===== src/rtl/batch_issue_scheduler_pkg.sv =====
// Shared widths, depth and FSM state encoding for the batch issue scheduler.
package batch_issue_scheduler_pkg;

   localparam int REQUEST_ID_WIDTH = 4;
   localparam int BANK_GROUP_WIDTH = 2;
   localparam int BANK_WIDTH       = 2;
   localparam int ROW_WIDTH        = 16;
   localparam int COLUMN_WIDTH     = 10;
   localparam int HIT_TAG_WIDTH    = 8;
   localparam int MAX_REQUESTS     = 1 << REQUEST_ID_WIDTH;

   typedef logic [REQUEST_ID_WIDTH-1:0] req_id_t;
   // One extra bit so scan and batch_n never wrap at the buffer end.
   typedef logic [REQUEST_ID_WIDTH:0]   req_cnt_t;

   typedef enum logic [2:0] {
      SCHED_IDLE    = 3'd0,
      SCHED_HEAD_RD = 3'd1,
      SCHED_HEAD_WT = 3'd2,
      SCHED_ISSUE   = 3'd3,
      SCHED_SCAN_RD = 3'd4,
      SCHED_SCAN_WT = 3'd5,
      SCHED_CLEAR   = 3'd6
   } sched_state_t;

endpackage


===== src/rtl/batch_issue_scheduler_prio_find.sv =====
// Finds the lowest unissued buffer index in [start, batch_n); shared by head and scan lookups.
module issue_prio_find
   import batch_issue_scheduler_pkg::*;
(
   input  logic [MAX_REQUESTS-1:0] issued,
   input  req_cnt_t                start,
   input  req_cnt_t                batch_n,
   output logic                    found,
   output req_id_t                 idx
);

   always_comb begin
      // NOTE: defaults first so every path assigns both outputs and no latch is inferred.
      found = 1'b0;
      idx   = '0;
      // Walk downwards so the last match written is the lowest index.
      for (int i = MAX_REQUESTS - 1; i >= 0; i--) begin
         if (!issued[i] && (req_cnt_t'(i) >= start) && (req_cnt_t'(i) < batch_n)) begin
            found = 1'b1;
            idx   = req_id_t'(i);
         end
      end
   end

endmodule


===== src/rtl/batch_issue_scheduler.sv =====
// Issues one frozen batch of buffered requests in first-ready row-hit order.
// Optional BATCH_TIMEOUT_EN starts a partial batch after TIMEOUT_CYCLES idle cycles.
module batch_issue_scheduler
   import batch_issue_scheduler_pkg::*;
#(
   parameter int BATCH_THRESHOLD = 8
`ifdef BATCH_TIMEOUT_EN
   , parameter int TIMEOUT_CYCLES = 256
`endif
) (
   input  logic                        clk,
   input  logic                        rst_n,
   input  logic [REQUEST_ID_WIDTH-1:0] num_requests,
   output logic                        batch_start,
   output logic                        batch_clear,
   output logic [REQUEST_ID_WIDTH-1:0] rd_addr,
   input  logic [BANK_GROUP_WIDTH-1:0] rd_bank_group,
   input  logic [BANK_WIDTH-1:0]       rd_bank,
   input  logic [ROW_WIDTH-1:0]        rd_row,
   input  logic [COLUMN_WIDTH-1:0]     rd_column,
   input  logic [HIT_TAG_WIDTH-1:0]    rd_hit_tag,
   output logic                        cmd_valid,
   input  logic                        cmd_ready,
   output logic [REQUEST_ID_WIDTH-1:0] cmd_id,
   output logic [BANK_GROUP_WIDTH-1:0] cmd_bank_group,
   output logic [BANK_WIDTH-1:0]       cmd_bank,
   output logic [ROW_WIDTH-1:0]        cmd_row,
   output logic [COLUMN_WIDTH-1:0]     cmd_column,
   output logic                        cmd_row_hit,
   output logic                        busy
);

   localparam req_cnt_t THRESHOLD = req_cnt_t'(BATCH_THRESHOLD);

   sched_state_t              state;
   req_cnt_t                  batch_n;
   req_cnt_t                  scan;
   logic [MAX_REQUESTS-1:0]   issued;
   logic [HIT_TAG_WIDTH-1:0]  cur_tag;
   logic                      last_tag_valid;
   logic                      from_head;

   logic     found;
   req_id_t  found_idx;
   req_cnt_t find_start;
   logic     row_hit;
   logic     take;
   logic     start_batch;
   req_cnt_t next_scan;

   assign find_start = (state == SCHED_HEAD_RD) ? '0 : scan;
   assign next_scan  = {1'b0, rd_addr} + req_cnt_t'(1);

   issue_prio_find u_find (
      .issued  (issued),
      .start   (find_start),
      .batch_n (batch_n),
      .found   (found),
      .idx     (found_idx)
   );

   // Read data for rd_addr arrives in ISSUE, so the scan compare happens there too:
   // a head is always taken, a scanned entry only on a tag match.
   assign row_hit = last_tag_valid && (rd_hit_tag == cur_tag);
   assign take    = from_head || row_hit;

   assign cmd_valid      = (state == SCHED_ISSUE) && take;
   assign cmd_id         = cmd_valid ? rd_addr       : '0;
   assign cmd_bank_group = cmd_valid ? rd_bank_group : '0;
   assign cmd_bank       = cmd_valid ? rd_bank       : '0;
   assign cmd_row        = cmd_valid ? rd_row        : '0;
   assign cmd_column     = cmd_valid ? rd_column     : '0;
   assign cmd_row_hit    = cmd_valid && row_hit;
   assign busy           = (state != SCHED_IDLE);

`ifdef BATCH_TIMEOUT_EN
   localparam int IDLE_W = (TIMEOUT_CYCLES > 1) ? $clog2(TIMEOUT_CYCLES) : 1;

   logic [IDLE_W-1:0] idle_cnt;
   logic              timeout_hit;

   assign timeout_hit = (num_requests != '0) && (idle_cnt == IDLE_W'(TIMEOUT_CYCLES - 1));
   assign start_batch = (state == SCHED_IDLE) && (({1'b0, num_requests} >= THRESHOLD) || timeout_hit);

   always_ff @(posedge clk) begin
      if (!rst_n) begin
         idle_cnt <= '0;
      end else if ((state != SCHED_IDLE) || (num_requests == '0) || start_batch) begin
         idle_cnt <= '0;
      end else begin
         idle_cnt <= idle_cnt + IDLE_W'(1);
      end
   end
`else
   assign start_batch = (state == SCHED_IDLE) && ({1'b0, num_requests} >= THRESHOLD);
`endif

   always_ff @(posedge clk) begin
      // NOTE: sequential state uses <= so every register samples pre-edge values.
      if (!rst_n) begin
         state          <= SCHED_IDLE;
         batch_start    <= 1'b0;
         batch_clear    <= 1'b0;
         rd_addr        <= '0;
         batch_n        <= '0;
         scan           <= '0;
         issued         <= '0;
         cur_tag        <= '0;
         last_tag_valid <= 1'b0;
         from_head      <= 1'b0;
      end else begin
         case (state)
            SCHED_IDLE: begin
               if (start_batch) begin
                  state          <= SCHED_HEAD_RD;
                  batch_start    <= 1'b1;
                  batch_n        <= {1'b0, num_requests};
                  issued         <= '0;
                  last_tag_valid <= 1'b0;
                  rd_addr        <= '0;
               end
            end
            SCHED_HEAD_RD: begin
               if (found) begin
                  rd_addr <= found_idx;
                  state   <= SCHED_HEAD_WT;
               end else begin
                  batch_clear <= 1'b1;
                  state       <= SCHED_CLEAR;
               end
            end
            SCHED_HEAD_WT: begin
               from_head <= 1'b1;
               state     <= SCHED_ISSUE;
            end
            SCHED_ISSUE: begin
               if (!take) begin
                  scan  <= next_scan;
                  state <= SCHED_SCAN_RD;
               end else if (cmd_ready) begin
                  issued[rd_addr] <= 1'b1;
                  cur_tag         <= rd_hit_tag;
                  last_tag_valid  <= 1'b1;
                  scan            <= next_scan;
                  state           <= SCHED_SCAN_RD;
               end
            end
            SCHED_SCAN_RD: begin
               if (found) begin
                  rd_addr <= found_idx;
                  state   <= SCHED_SCAN_WT;
               end else begin
                  state <= SCHED_HEAD_RD;
               end
            end
            SCHED_SCAN_WT: begin
               from_head <= 1'b0;
               state     <= SCHED_ISSUE;
            end
            SCHED_CLEAR: begin
               batch_clear <= 1'b0;
               batch_start <= 1'b0;
               state       <= SCHED_IDLE;
            end
            default: state <= SCHED_IDLE;
         endcase
      end
   end

endmodule


===== config.mk =====
export PLATFORM = sky130hd
export DESIGN_NAME = batch_issue_scheduler
export DESIGN_NICKNAME = d
export VERILOG_FILES = /design/src/rtl/batch_issue_scheduler_pkg.sv /design/src/rtl/batch_issue_scheduler_prio_find.sv /design/src/rtl/batch_issue_scheduler.sv
export SDC_FILE = /design/constraint.sdc
export NUM_CORES = 1
export LEC_CHECK = 0
export CORE_ASPECT_RATIO = 2
export CORE_MARGIN = 2
export CORE_UTILIZATION = 40
export DETAILED_ROUTE_END_ITERATION = 7
export PLACE_DENSITY = 0.71
export SETUP_SLACK_MARGIN = 0.1
export SLEW_MARGIN = 5
export SYNTH_ARGS = -nofsm -noshare
export SYNTH_HDL_FRONTEND = slang
export SYNTH_SLANG_ARGS = --single-unit

===== constraint.sdc =====
create_clock -name clk -period 2.35 [get_ports clk]
set_input_delay 0.47 -clock clk [delete_from_list [all_inputs] [get_ports clk]]
set_output_delay 0.47 -clock clk [all_outputs]
set_load 0.05 [all_outputs]

* Word-level counts from Yosys, hierarchy flattened
Cells that the tools add are included.
Storage, ports and cells: register bits 44, bits in latches 0, memory bits (writable) 0, memory bits (read-only) 0, input bits 45, output and inout port bits 43, memories 0
Cells by class: add/sub/neg operators 1, $mul 0, divide/modulo/power cells 0, order comparisons 35, equality and inequality tests 14, shift-type cells 0, multiplexer cells 64, bitwise gates (word level) 1, reduce and logical (&&, ||, !) cells 71
Operators with widths (count):
- $mux W4 | 19
- $mux W16 | 4
- $ge A4 B5 Y1 const A | 8
- $logic_and A1 B1 Y1 | 37
- $lt A4 B4 Y1 const A | 8
- $pmux W16 S2 | 1
- $mux W1 | 22
- $ge A3 B5 Y1 const A | 4
- $logic_not A1 Y1 | 16
- $lt A3 B4 Y1 const A | 4
- $or A16 B16 Y16 | 1
- $mux W3 | 5
- $mux W5 | 3
- $pmux W3 S5 | 1
- $ge A1 B5 Y1 const A | 2
- $ge A2 B5 Y1 const A | 2
- $mux W10 | 1
- $ne A2 B2 Y1 const B | 5
- $reduce_and A2 Y1 | 5
- $reduce_bool A2 Y1 | 5
- $eq A3 B3 Y1 const B | 3
- $eq A8 B8 Y1 | 1
- $lt A1 B4 Y1 const A | 2
- $lt A2 B4 Y1 const A | 2
- 18 further kinds | 25

* Depth between registers and ports, before layout
Gate-level depths: netlist (run 1).
word-level depth 23, depth in mapped cells 9

* Modules after synthesis
Synthesis (run 1) repeated with hierarchy kept, for this count alone.
Unflattened totals: cells, all modules 364, area, all modules 3002.9 um^2
By module, submodules not included:
- batch_issue_scheduler | times used 1, cells each 265, area each 2324.7 um^2, seq. area each 880.8 um^2
- issue_prio_find | times used 1, cells each 99, area each 678.2 um^2, seq. area each 0.0 um^2

* Least setup slack after synthesis (run 1)
OpenSTA, ideal clock, no wires.
kind register to output, start point reg state[0], end point out cmd_row_hit, arrival time 2.661 ns, data required time 1.880 ns, slack -0.781 ns, stages on the path, launching flop included 6, cell sequence dfxtp_1 > buf_4 > inv_1 > nor3_1 > clkbuf_1 > nor4b_1
Between the ends: longest elaborated chain between the ends 3
RTL lines:
- from (decl) | RTL line batch_issue_scheduler.sv:35 | sched_state_t state;
- from (signal assigned) | RTL line batch_issue_scheduler.sv:101 | state <= SCHED_IDLE;
- from (signal assigned) | RTL line batch_issue_scheduler.sv:115 | state <= SCHED_HEAD_RD;
- from (signal assigned) | RTL line batch_issue_scheduler.sv:126 | state <= SCHED_HEAD_WT;
- $eq A3 B2 Y1 | RTL line batch_issue_scheduler.sv:67 | assign cmd_valid = (state == SCHED_ISSUE) && take;
- $logic_and A1 B1 Y1 | RTL line batch_issue_scheduler.sv:67
- $logic_and A1 B1 Y1 | RTL line batch_issue_scheduler.sv:73 | assign cmd_row_hit = cmd_valid && row_hit;
- to (decl) | RTL line batch_issue_scheduler.sv:29 | output logic cmd_row_hit,
No other way between the ends.

* Final worst setup path (run 1)
start point reg cur_tag[3], end point out cmd_column[8]
Between the ends: longest elaborated chain between the ends 5
RTL lines:
- from (decl) | RTL line batch_issue_scheduler.sv:39 | logic [HIT_TAG_WIDTH-1:0] cur_tag;
- from (signal assigned) | RTL line batch_issue_scheduler.sv:142 | cur_tag <= rd_hit_tag;
- $eq A8 B8 Y1 | RTL line batch_issue_scheduler.sv:64 | assign row_hit = last_tag_valid && (rd_hit_tag == cur_tag);
- $logic_and A1 B1 Y1 | RTL line batch_issue_scheduler.sv:64
- $logic_or A1 B1 Y1 | RTL line batch_issue_scheduler.sv:65 | assign take = from_head || row_hit;
- $logic_and A1 B1 Y1 | RTL line batch_issue_scheduler.sv:67
- $mux W10 | RTL line batch_issue_scheduler.sv:72 | assign cmd_column = cmd_valid ? rd_column : '0;
- to (decl) | RTL line batch_issue_scheduler.sv:28 | output logic [COLUMN_WIDTH-1:0] cmd_column,
No other way between the ends.

==> results of run 1 <==
[flip-flops by register name, summed over array words and instances, names as in the netlist]
signal and flops:
batch_start 1, issued 15, scan 5, last_tag_valid 1, batch_n 4, rd_addr 4
from_head 1, cur_tag 8, state 3, batch_clear 1
[what timing repair did]
action                     4_1_cts  5_1_grt
resized for setup               73       37
hold buffers                     0        0
setup endpoints to repair       50       58
buffers inserted                11       16
gates cloned                     3        1
pin swaps                       30       13
[critical path, cell delays in order (launching register included)]
cell	delay, ns
dfxtp_2	0.33
xnor2_1	0.15
nand4_1	0.19
o31ai_4	0.26
buf_6	0.17
buf_12	0.11
buf_16	0.12
and3_4	0.19
buf_12	0.13
[cell usage after synthesis (all sizes together), types with 6 or more instances]
library cell	number	area, um2
xnor2	9	78.8
nand2	44	165
and3	36	225
dfxtp	43	861
o21ai	14	70.1
nor2	35	131
clkbuf	25	93.8
inv	10	37.5
a211oi	6	45.0
a21boi	15	113
nor3	13	65.1
nor2b	8	50.1
a21oi	31	155
[how the worst min path moves through the flow]
stage | end | cells past startpoint
5_1_grt | last_tag_valid$_SDFFE_PN0P_ | 2
2_1_floorplan | last_tag_valid$_SDFFE_PN0P_ | 2
6_report | last_tag_valid$_SDFFE_PN0P_ | 2
3_5_place_dp | last_tag_valid$_SDFFE_PN0P_ | 2
3_3_place_gp | last_tag_valid$_SDFFE_PN0P_ | 2
4_1_cts | cur_tag[4]$_SDFFE_PN0P_ | 3
[cell families (layout without fill, tap and decap cells)]
| family | Yosys count | in the layout | synth area share [%] |
|---|---|---|---|
| AO/OA/AOI/OAI | 109 | 109 | 27.4 |
| XOR/XNOR | 10 | 10 | 3.15 |
| adder cells (fa/ha/maj) | 4 | 4 | 1.80 |
| buffers and inverters | 40 | 180 | 5.94 |
| flip-flops | 43 | 43 | 30.9 |
| multiplexers | 4 | 4 | 1.48 |
| AND/OR/NAND/NOR | 161 | 161 | 29.3 |
[metal layers]
metal,share of wire [%],global-route usage (%),vias to the layer above
met4,2.6,8.19,0
met5,0,0,-
li1,-,-,1610
met3,4.1,2.68,21
met2,55,48.2,145
met1,39,32.0,1585
[layout make-up]
cell class | instances | area [um2]
multi-input combinational | 288 | 2130
timing repair buffer | 163 | 1900
fill | 456 | 1630
sequential | 43 | 880
clock buffer | 6 | 139
tap | 90 | 113
inverter | 10 | 37.5
clock inverter | 1 | 5.00
[through the flow]
stage / TNS, ns / setup WS, ns
after global placement: -13.74 / -0.287
after global routing: -2.22 / -0.115
after CTS: -0.0678 / -0.0132
after detailed placement: -15.04 / -0.308
after floorplan: -0.0778 / -0.0778
final: -0.676 / -0.0646
[power by group]
group / leakage [nW] / switching (W) / internal, W / total [W]
combinational: 1.70 / 0.000434 / 0.000441 / 0.000876
sequential: 0.356 / 0.0000292 / 0.000758 / 0.000787
clock: 0.0727 / 0.000277 / 0.000415 / 0.000692
total: 2.13 / 0.000741 / 0.00161 / 0.00236
==> results.md, run 1 <==
- Drt wl/cell: about 18 um
- Synthesized flop and latch total: 43
- Initial antenna violation count: 0
- R2R setup slack: -0.03 ns
- Worst reg2reg path endpoint: issued[0]$_SDFFE_PN0P_
- Crit path max fanout: 8
- Post-synth cell types: 57
- Placer Congestion: 0.948
- Beginning of the worst register-to-register path: cur_tag[3]$_SDFFE_PN0P_
- Most frequent cells in the layout: 62 x buf_4, 44 x nand2_1, 42 x clkdlybuf4s50_1
- Worst Min Path Start: last_tag_valid$_SDFFE_PN0P_
- Tmin final: 2.41 ns
- Post-Syn Area: between 0.002 and 0.003 mm2
- # IOs: 88
- Crit. End Element: primary output
- Tightest Pin Transition: 0.547 ns
- Max-slew violations: 0
- RSZ-0062 raised after global routing: true
- Worst Path Arrival: approximately 1.9 ns
- Post-Place Cell Area: approximately 0.0045 mm2
- Via Count: approximately 3400
- Root buf cell: clkbuf_16
- Failing checks: negative setup slack
- FP Rows: 43
- Mean Syn Cell Area: ~7.5 um2
- Power Density: 453 mW/mm2
- Reg clk slew, reported paths: 0.06 ns
- Setup WS post-layout: -0.0646 ns
- Die H: 122 um
- Area growth, synth to finish: 87.0%
- Hold WS: approximately 0.46 ns
- Drt total wl: 10.7 mm
- Final setup violating endpoints: 17
- Die area: ~0.0077 mm2
- Vias in the first global route: 3254
- Number of diodes: 0
- Cts bufs inserted: 5
- Synth Net Count: 420
- Core area: 0.00683 mm2
- Placed Instances: about 570
- Static leakage: 2.13 nW
- Status: complete, but fails checks
- R2R cell count: 12
- Layout cells sized above 1: between 40 and 50%
- Synthesized instance count: roughly 370
- HP Class: register to register
- Final Hold Vio Count: 0
- Peak VDD IR: approximately 0.00039 V
- Crit path kind: register to primary output
- Period utilisation layout: 103%
- Port Buf Inserts: a little under 90
- Initial Utilization: 40.7%
- GRT Util Overall: 26.4%
- H-tree Lvls: 2
- Worst-skew pair later-pin latency: around 0.28 ns
- Share of flip-flops with an asynchronous set or reset: 0%
- Total grt overflow: 0
- Clock Skews: approximately 0.0044 ns
- CTS Sinks: 43
- Most common cell after layout, fill and taps aside: buf_4
- Bufs on Longest Clock Path: 2
- Number of detailed-route iterations in the first pass: 5
- Headroom to the max-slew limit: 63.5%
- Ys flop type: dfxtp_1
- CTS tree: built
- Vias per Instance: between 5 and 6
- Die X: approximately 63 um
- Remaining DRCs: 0
- CP endpoint: cmd_column[8]
- Critical path origin: cur_tag[3]$_SDFFE_PN0P_
- Data required, critical path: 1.88 ns
- Register area share after synthesis: between 30% and 40%
- Fin nets: 560
- Initial drt markers: ~170
- Yosys warns: 0
- Maxcap violations: 0
- F_max: 0.414 GHz
- Non-Filler Instances: 601
- Dpl hpwl: ~6.8 mm
- End-of-flow core utilization: between 70% and 80%
- Design Area, Final: 0.00520 mm2
- Final ANT Viol Nets: 0
- Worst setup SP type: register
- EDFF count, synth: 0
- First-pass GRT wire length: 16.0 mm
- Largest net degree at the start of global routing: 38
- Total power: ~0.0024 W
(Power assumes the default switching activity.)
==> inputs of run 2 (changes only) <==
- ABC_AREA: unset -> 0
==> results of run 2 <==
Same layout as run 1: the final DEF is identical, and so are final timing and power.
